## src/rtl/serial_tx.sv

```systemverilog
// -----------------------------------------------------------------------------
// serial_tx -- single-clock asynchronous-style serial transmitter.
//
// A payload accepted on the in_valid/in_ready handshake is framed as one start
// bit (0), DATA_W data bits LSB first and one stop bit (1), each held on txd for
// CLKS_PER_BIT clk cycles. At least one IDLE cycle separates consecutive frames.
//
// Ports:
//   clk       input   system clock, all state changes on rising edge
//   rstn      input   asynchronous reset, active low
//   in_data   input   [DATA_W-1:0] payload, latched on accept
//   in_valid  input   payload valid
//   in_ready  output  payload can be accepted this cycle (IDLE only)
//   txd       output  registered serial line, idle high
//   busy      output  frame in progress
//   tx_done   output  one-cycle pulse in the last stop-bit cycle
//
// state | meaning
// ------+----------------------------------------------------------
// IDLE  | line high, waiting for in_valid
// START | start bit (txd=0) for CLKS_PER_BIT cycles
// DATA  | DATA_W payload bits, LSB first, CLKS_PER_BIT cycles each
// STOP  | stop bit (txd=1); tx_done in its last cycle
// -----------------------------------------------------------------------------
module serial_tx #(
    parameter int DATA_W       = 8,
    parameter int CLKS_PER_BIT = 16
) (
    input  logic              clk,
    input  logic              rstn,
    input  logic [DATA_W-1:0] in_data,
    input  logic              in_valid,
    output logic              in_ready,
    output logic              txd,
    output logic              busy,
    output logic              tx_done
);

    localparam int CW = $clog2(CLKS_PER_BIT);
    localparam int IW = (DATA_W > 1) ? $clog2(DATA_W) : 1;
    localparam logic [CW-1:0] CNT_LAST = CW'(CLKS_PER_BIT - 1);
    localparam logic [IW-1:0] IDX_LAST = IW'(DATA_W - 1);

    typedef enum logic [1:0] {
        IDLE  = 2'd0,
        START = 2'd1,
        DATA  = 2'd2,
        STOP  = 2'd3
    } state_t;

    state_t            state;
    state_t            state_nxt;
    logic [CW-1:0]     cnt;
    logic [IW-1:0]     idx;
    logic [DATA_W-1:0] shreg;
    logic              txd_q;
    logic              armed;
    logic              accept;
    logic              bit_end;
    logic              last_bit;

    assign accept   = in_valid && in_ready;
    assign bit_end  = (cnt == CNT_LAST);
    assign last_bit = (idx == IDX_LAST);

    // State register
    always_ff @(posedge clk or negedge rstn) begin
        if (!rstn) begin
            state <= IDLE;
        end else begin
            state <= state_nxt;
        end
    end

    // Next-state logic
    always_comb begin
        state_nxt = state;
        case (state)
            IDLE:    if (accept)              state_nxt = START;
            START:   if (bit_end)             state_nxt = DATA;
            DATA:    if (bit_end && last_bit) state_nxt = STOP;
            STOP:    if (bit_end)             state_nxt = IDLE;
            default:                          state_nxt = IDLE;
        endcase
    end

    // Outputs decoded from registered state only. armed keeps in_ready low
    // until the first clock edge after reset release.
    always_comb begin
        in_ready = (state == IDLE) && armed;
        busy     = (state != IDLE);
        tx_done  = (state == STOP) && bit_end;
        txd      = txd_q;
    end

    // Datapath: bit-period counter, bit index, shift register, line register.
    // shreg[0] always holds the next data bit to go out, so txd_q is loaded one
    // edge ahead of each bit boundary and the line stays glitch-free.
    always_ff @(posedge clk or negedge rstn) begin
        if (!rstn) begin
            cnt   <= '0;
            idx   <= '0;
            shreg <= '0;
            txd_q <= 1'b1;
            armed <= 1'b0;
        end else begin
            armed <= 1'b1;
            case (state)
                IDLE: begin
                    cnt <= '0;
                    idx <= '0;
                    if (accept) begin
                        shreg <= in_data;
                        txd_q <= 1'b0;
                    end
                end
                START: begin
                    cnt <= bit_end ? '0 : cnt + 1'b1;
                    if (bit_end) begin
                        txd_q <= shreg[0];
                        shreg <= shreg >> 1;
                    end
                end
                DATA: begin
                    cnt <= bit_end ? '0 : cnt + 1'b1;
                    if (bit_end) begin
                        if (last_bit) begin
                            txd_q <= 1'b1;
                        end else begin
                            idx   <= idx + 1'b1;
                            txd_q <= shreg[0];
                            shreg <= shreg >> 1;
                        end
                    end
                end
                STOP: begin
                    cnt   <= bit_end ? '0 : cnt + 1'b1;
                    txd_q <= 1'b1;
                end
                default: begin
                    cnt   <= '0;
                    txd_q <= 1'b1;
                end
            endcase
        end
    end

endmodule
```

## config.mk

```make
export PLATFORM = sky130hd
export DESIGN_NAME = serial_tx
export DESIGN_NICKNAME = d
export VERILOG_FILES = /design/src/rtl/serial_tx.sv
export SDC_FILE = /design/constraint.sdc
export NUM_CORES = 1
export LEC_CHECK = 0
export ABC_CLOCK_PERIOD_IN_PS = 3500
export BUFFER_PORTS_ARGS = -buffer_cell sky130_fd_sc_hd__buf_2
export CAP_MARGIN = 20
export CELL_PAD_IN_SITES_DETAIL_PLACEMENT = 0
export CELL_PAD_IN_SITES_GLOBAL_PLACEMENT = 1
export CORE_MARGIN = 10
export CORE_UTILIZATION = 31
export DETAILED_ROUTE_END_ITERATION = 16
export PLACE_DENSITY = 0.66
export SLEW_MARGIN = 20
export SYNTH_ARGS = -nofsm -noshare
export SYNTH_HDL_FRONTEND = slang
export SYNTH_SLANG_ARGS = --single-unit
```

## constraint.sdc

```tcl
create_clock -name clk -period 3.5 [get_ports clk]
set_clock_uncertainty 0.05 [all_clocks]
set_input_delay 0.525 -clock clk [delete_from_list [all_inputs] [get_ports clk]]
set_output_delay 0.525 -clock clk [all_outputs]
set_load 0.1 [all_outputs]
```

# After elaboration in Yosys (flattened, before gate mapping)
# Cells that the tools add are included.
dict set report word_totals {
  ff_bits 19
  output_inout_bits 4
  elab_cells 52
}
dict set report classes {
  add_sub_neg 2
  n_eq_ne 11
  muxes 20
  reduce_logical 13
}
# operator n
set op_table {}
lappend op_table {{$mux 8} 4}
lappend op_table {{$pmux 8 s3} 1}
lappend op_table {{$ne 2x2->1 const B} 6}
lappend op_table {{$mux 2} 4}
lappend op_table {{$pmux 2 s4} 1}
lappend op_table {{$pmux 4 s2} 1}
lappend op_table {{$mux 3} 2}
lappend op_table {{$pmux 3 s2} 1}
lappend op_table {{$reduce_and 3->1} 2}
lappend op_table {{$reduce_and 5->1} 1}
lappend op_table {{$add 4x1->4 const B} 1}
lappend op_table {{$eq 2x2->1 const B} 2}
lappend op_table {{$eq 4x4->1 const B} 1}
lappend op_table {{$logic_and 1x1->1} 4}
lappend op_table {{$mux 1} 4}
lappend op_table {{$mux 4} 1}
lappend op_table {{$pmux 1 s4} 1}
lappend op_table {{$reduce_and 4->1} 1}
lappend op_table {{$reduce_bool 2->1} 2}
lappend op_table {{$add 3x1->3 const B} 1}
lappend op_table {{$eq 3x3->1 const B} 1}
lappend op_table {{$reduce_bool 3->1} 1}
lappend op_table {{$reduce_or 3->1} 1}
lappend op_table {{$eq 2x1->1 const B} 1}
lappend op_table {{$logic_not 2->1} 1}

# Depth between registers and ports, before layout
dict set report depth {
  word_depth 5
  depth_mapped 6
  mapped_depth_nobuf 5
}

# Worst setup path after synthesis
# No wires, ideal clock.
dict set report synth_timing {
  kind {reg2out}
  startpoint {register cnt[0]}
  endpoint {output tx_done}
  t_arrival_ps 1532
  t_required_ps 2925
  setup_slack_ps 1393
  path_stages_with_launch 4
  path_buffers 0
  path_cell_list {dfrtp_1 > ha_1 > and3_1 > and2_1}
}
dict set report synth_between {
  elab_chain_cells 2
}
# element line
set synth_lines {}
lappend synth_lines {{from (decl)} 53} ;# logic [CW-1:0] cnt;
lappend synth_lines {{from (signal assigned)} 118} ;# cnt <= bit_end ? '0 : cnt + 1'b1;
lappend synth_lines {{from (signal assigned)} 125} ;# cnt <= bit_end ? '0 : cnt + 1'b1;
lappend synth_lines {{from (signal assigned)} 137} ;# cnt <= bit_end ? '0 : cnt + 1'b1;
lappend synth_lines {{$eq 4x4->1} 63} ;# assign bit_end = (cnt == CNT_LAST);
lappend synth_lines {{$logic_and 1x1->1} 92} ;# tx_done = (state == STOP) && bit_end;
lappend synth_lines {{to (decl)} 36} ;# output logic tx_done
# Every way passes these cells.

# Worst setup path in the final report
dict set report layout_timing {
  startpoint {register state[0]}
  endpoint {output in_ready}
}
dict set report layout_between {
  elab_chain_cells 2
}
# element line
set layout_lines {}
lappend layout_lines {{from (decl)} 51} ;# state_t state;
lappend layout_lines {{from (signal assigned)} 71} ;# state <= state_nxt;
lappend layout_lines {{$logic_not 2->1} 90} ;# in_ready = (state == IDLE) && armed;
lappend layout_lines {{$logic_and 1x1->1} 90}
lappend layout_lines {{to (decl)} 33} ;# output logic in_ready,
# Every way passes these cells.

==> results.json <==
{
  "status": "complete, no violations",
  "setup_tns_ns": 0,
  "hold_violations": 0,
  "grt_util_all_layers": 0.0668,
  "synth_edf_count": 0,
  "port_buffers": 14,
  "grt_setup_unrepaired": "false",
  "period_minus_slack_ns": 2.36,
  "die_h_um": 78.7,
  "worstSkewPairLatency_ns": 0.29,
  "overflow": 0,
  "critPathSlowestCell": "dfrtp_1",
  "gp_congestion": 0.734,
  "crit_end": "in_ready",
  "reg2reg_setup_slack_ns": 1.28,
  "fin_crit_sh": 0.674,
  "maxSlewViolCount": 0,
  "fmax_mhz": 424,
  "antenna_found_initial": 0,
  "n_fill_cell": 341,
  "power.static_leakage_uw": 0.000546,
  "hold_ws_ns": 0.0974,
  "htreeDepth": 1,
  "multi_input_area_um2": 548,
  "yosys_most_used_dff": "dfrtp_1",
  "dp.cells": 149,
  "async_reset_ff_frac": 1.00,
  "num_antenna_cells": 0,
  "p_per_area_nw_per_um2": 297,
  "crit_required_ns": 2.92,
  "ys_warn_count": 0,
  "worstPathMaxFanout": 9,
  "setup-violations-final": 0,
  "seq_area_frac_synth": 0.447,
  "start_kind": "flip-flop",
  "die_width_um": 78.7,
  "vdd_drop_max_v": 0.000238,
  "yosysUniqueCellTypes": 33,
  "num_vias": 719,
  "avgViaCountPerCell": 4.70,
  "power_uw": 357,
  "boundaryPins": 15,
  "drive_gt1_frac": 0.336,
  "ys_ff_latch": 19,
  "mostFrequentLayoutCells": "dfrtp_1 (18), mux2_2 (15), buf_2 (14)",
  "cts_buffers": 3,
  "syn-cell-area_um2": 1070,
  "r2r_start": "state[0]",
  "cts_hold_buffers": 0,
  "grt_max_degree": 20,
  "seqCellArea_um2": 477,
  "synth_largest_area_cell": "dfrtp_1",
  "synth_area_leaders": "dfrtp_1 (42%), mux2_2 (16%), ha_1 (9.4%), dfstp_2 (2.5%), a21oi_1 (2.3%)",
  "area_growth_pct": 12.5,
  "routed_wl_mm": 1.93,
  "dieArea_um2": 6190,
  "utilization": 0.360,
  "numClockSinks": 19,
  "ctsRootBufferMaster": "clkbuf_4",
  "final_antenna_net_count": 0,
  "crit_start": "state[0]",
  "cap_violations": 0,
  "synthCells": 92,
  "syn_nets": 111,
  "clkTransAtPathRegs_ns": 0.10,
  "cts.repair.resized": 0,
  "grt_pass1_vias": 763,
  "critPathMaxStageDelay_ns": 0.44,
  "post_cts_buffers": 0,
  "mostFrequentLayoutCell": "dfrtp_1",
  "start_util": 0.320,
  "place_hpwl_mm": 1.50,
  "detail_route.wl_per_cell_um": 12.6,
  "min_path_type": "primary input to asynchronous set/reset pin",
  "core_um2": 3340,
  "row_count": 21,
  "rr_worst_depth": 5,
  "synth.avg_cell_area_um2": 11.6,
  "drtPass1Iterations": 4,
  "path_class": "flip-flop to output port",
  "r2r_end": "shreg[2]",
  "path_cells": "inv_1 -> ha_1 -> and2_1 -> buf_2",
  "endpoint_kind": "output port",
  "route.detailed.drc": 0,
  "critPathArrivalTime_ns": 1.79,
  "final_cells": 153,
  "synth_top_area_frac": 0.422,
  "cts_buffer_depth": 2,
  "cts_tree": "done",
  "grt_pass1_wl_mm": 3.39,
  "final_nets": 127,
  "drt_iter0_markers": 29
}
## area by class of cell
| cell class | instances | area share |
|---|---|---|
| timing repair buffer | 14 | 0.0583 |
| tap | 46 | 0.0479 |
| multi-input combinational | 64 | 0.456 |
| inverter | 6 | 0.0188 |
| sequential | 19 | 0.397 |
| clock buffer | 4 | 0.0219 |
## report_power, final
part           internal, uW  switching (uW)
combinational          8.73            12.2
sequential              224            2.21
clock                  44.3            65.4
## Yosys cell counts, drive strengths merged, types with 2 or more instances
| master | n |
|---|---|
| o211ai | 2 |
| nand2 | 4 |
| and2 | 2 |
| buf | 3 |
| a21oi | 5 |
| o21ai | 2 |
| dfrtp | 18 |
| inv | 6 |
| nand4b | 2 |
| nor2 | 3 |
| ha | 8 |
| nand3 | 3 |
| mux2 | 16 |
| nor2b | 2 |
| xnor2 | 2 |
## cells by family (layout without fill, tap and decap cells)
logic type                 count (synthesis)  after routing  share of synthesized area
AOI/OAI and AO/OA                         17             17                      0.125
xor gates and xnor gates                   2              2                     0.0164
adders and majority gates                  8              8                     0.0938
buffers and inverters                      9             24                     0.0398
DFF                                       19             19                      0.447
muxes                                     16             16                      0.169
other                                      1              1                    0.00351
and+or+nand+nor                           20             20                      0.106
## sequential cells by signal (all words and copies together) (netlist names)
signal / flops
armed: 1
cnt: 4
idx: 3
shreg: 8
state: 2
txd: 1
## per-stage QoR
step	cell area, um2	setup WS (ns)
2_1_floorplan	1070	1.39
3_3_place_gp	1170	1.36
3_5_place_dp	1170	1.27
4_1_cts	1200	1.11
5_1_grt	1200	1.03
6_report	1200	1.14
## worst min-delay path by stage
| stage | slack [ns] | startpoint | cells after the start | endpoint |
|---|---|---|---|---|
| final | 0.1 | rstn | 1 | cnt[0] |
| after global placement | 0.42 | txd | 2 | txd |
| after CTS | 0.11 | rstn | 1 | idx[2] |
| after floorplan | 0.18 | rstn | 0 | armed |
| after global routing | 0.11 | rstn | 1 | armed |
| after detailed placement | 0.43 | txd | 2 | txd |
## critical path, delay by kind of cell (launching register included)
| kind | cells | cell delay [ns] |
|---|---|---|
| flops | 1 | 0.44 |
| fa+ha+maj | 1 | 0.36 |
| simple gates | 1 | 0.17 |
| buf+inv | 2 | 0.52 |
## layer usage
layer | wire (um) | share of wire | track usage
met5 | 0 | 0 | 0
met4 | 13 | 0.0068 | 0.0161
met3 | 124 | 0.064 | 0.0330
met2 | 906 | 0.47 | 0.112
met1 | 881 | 0.46 | 0.0741
(Power assumes the default switching activity.)
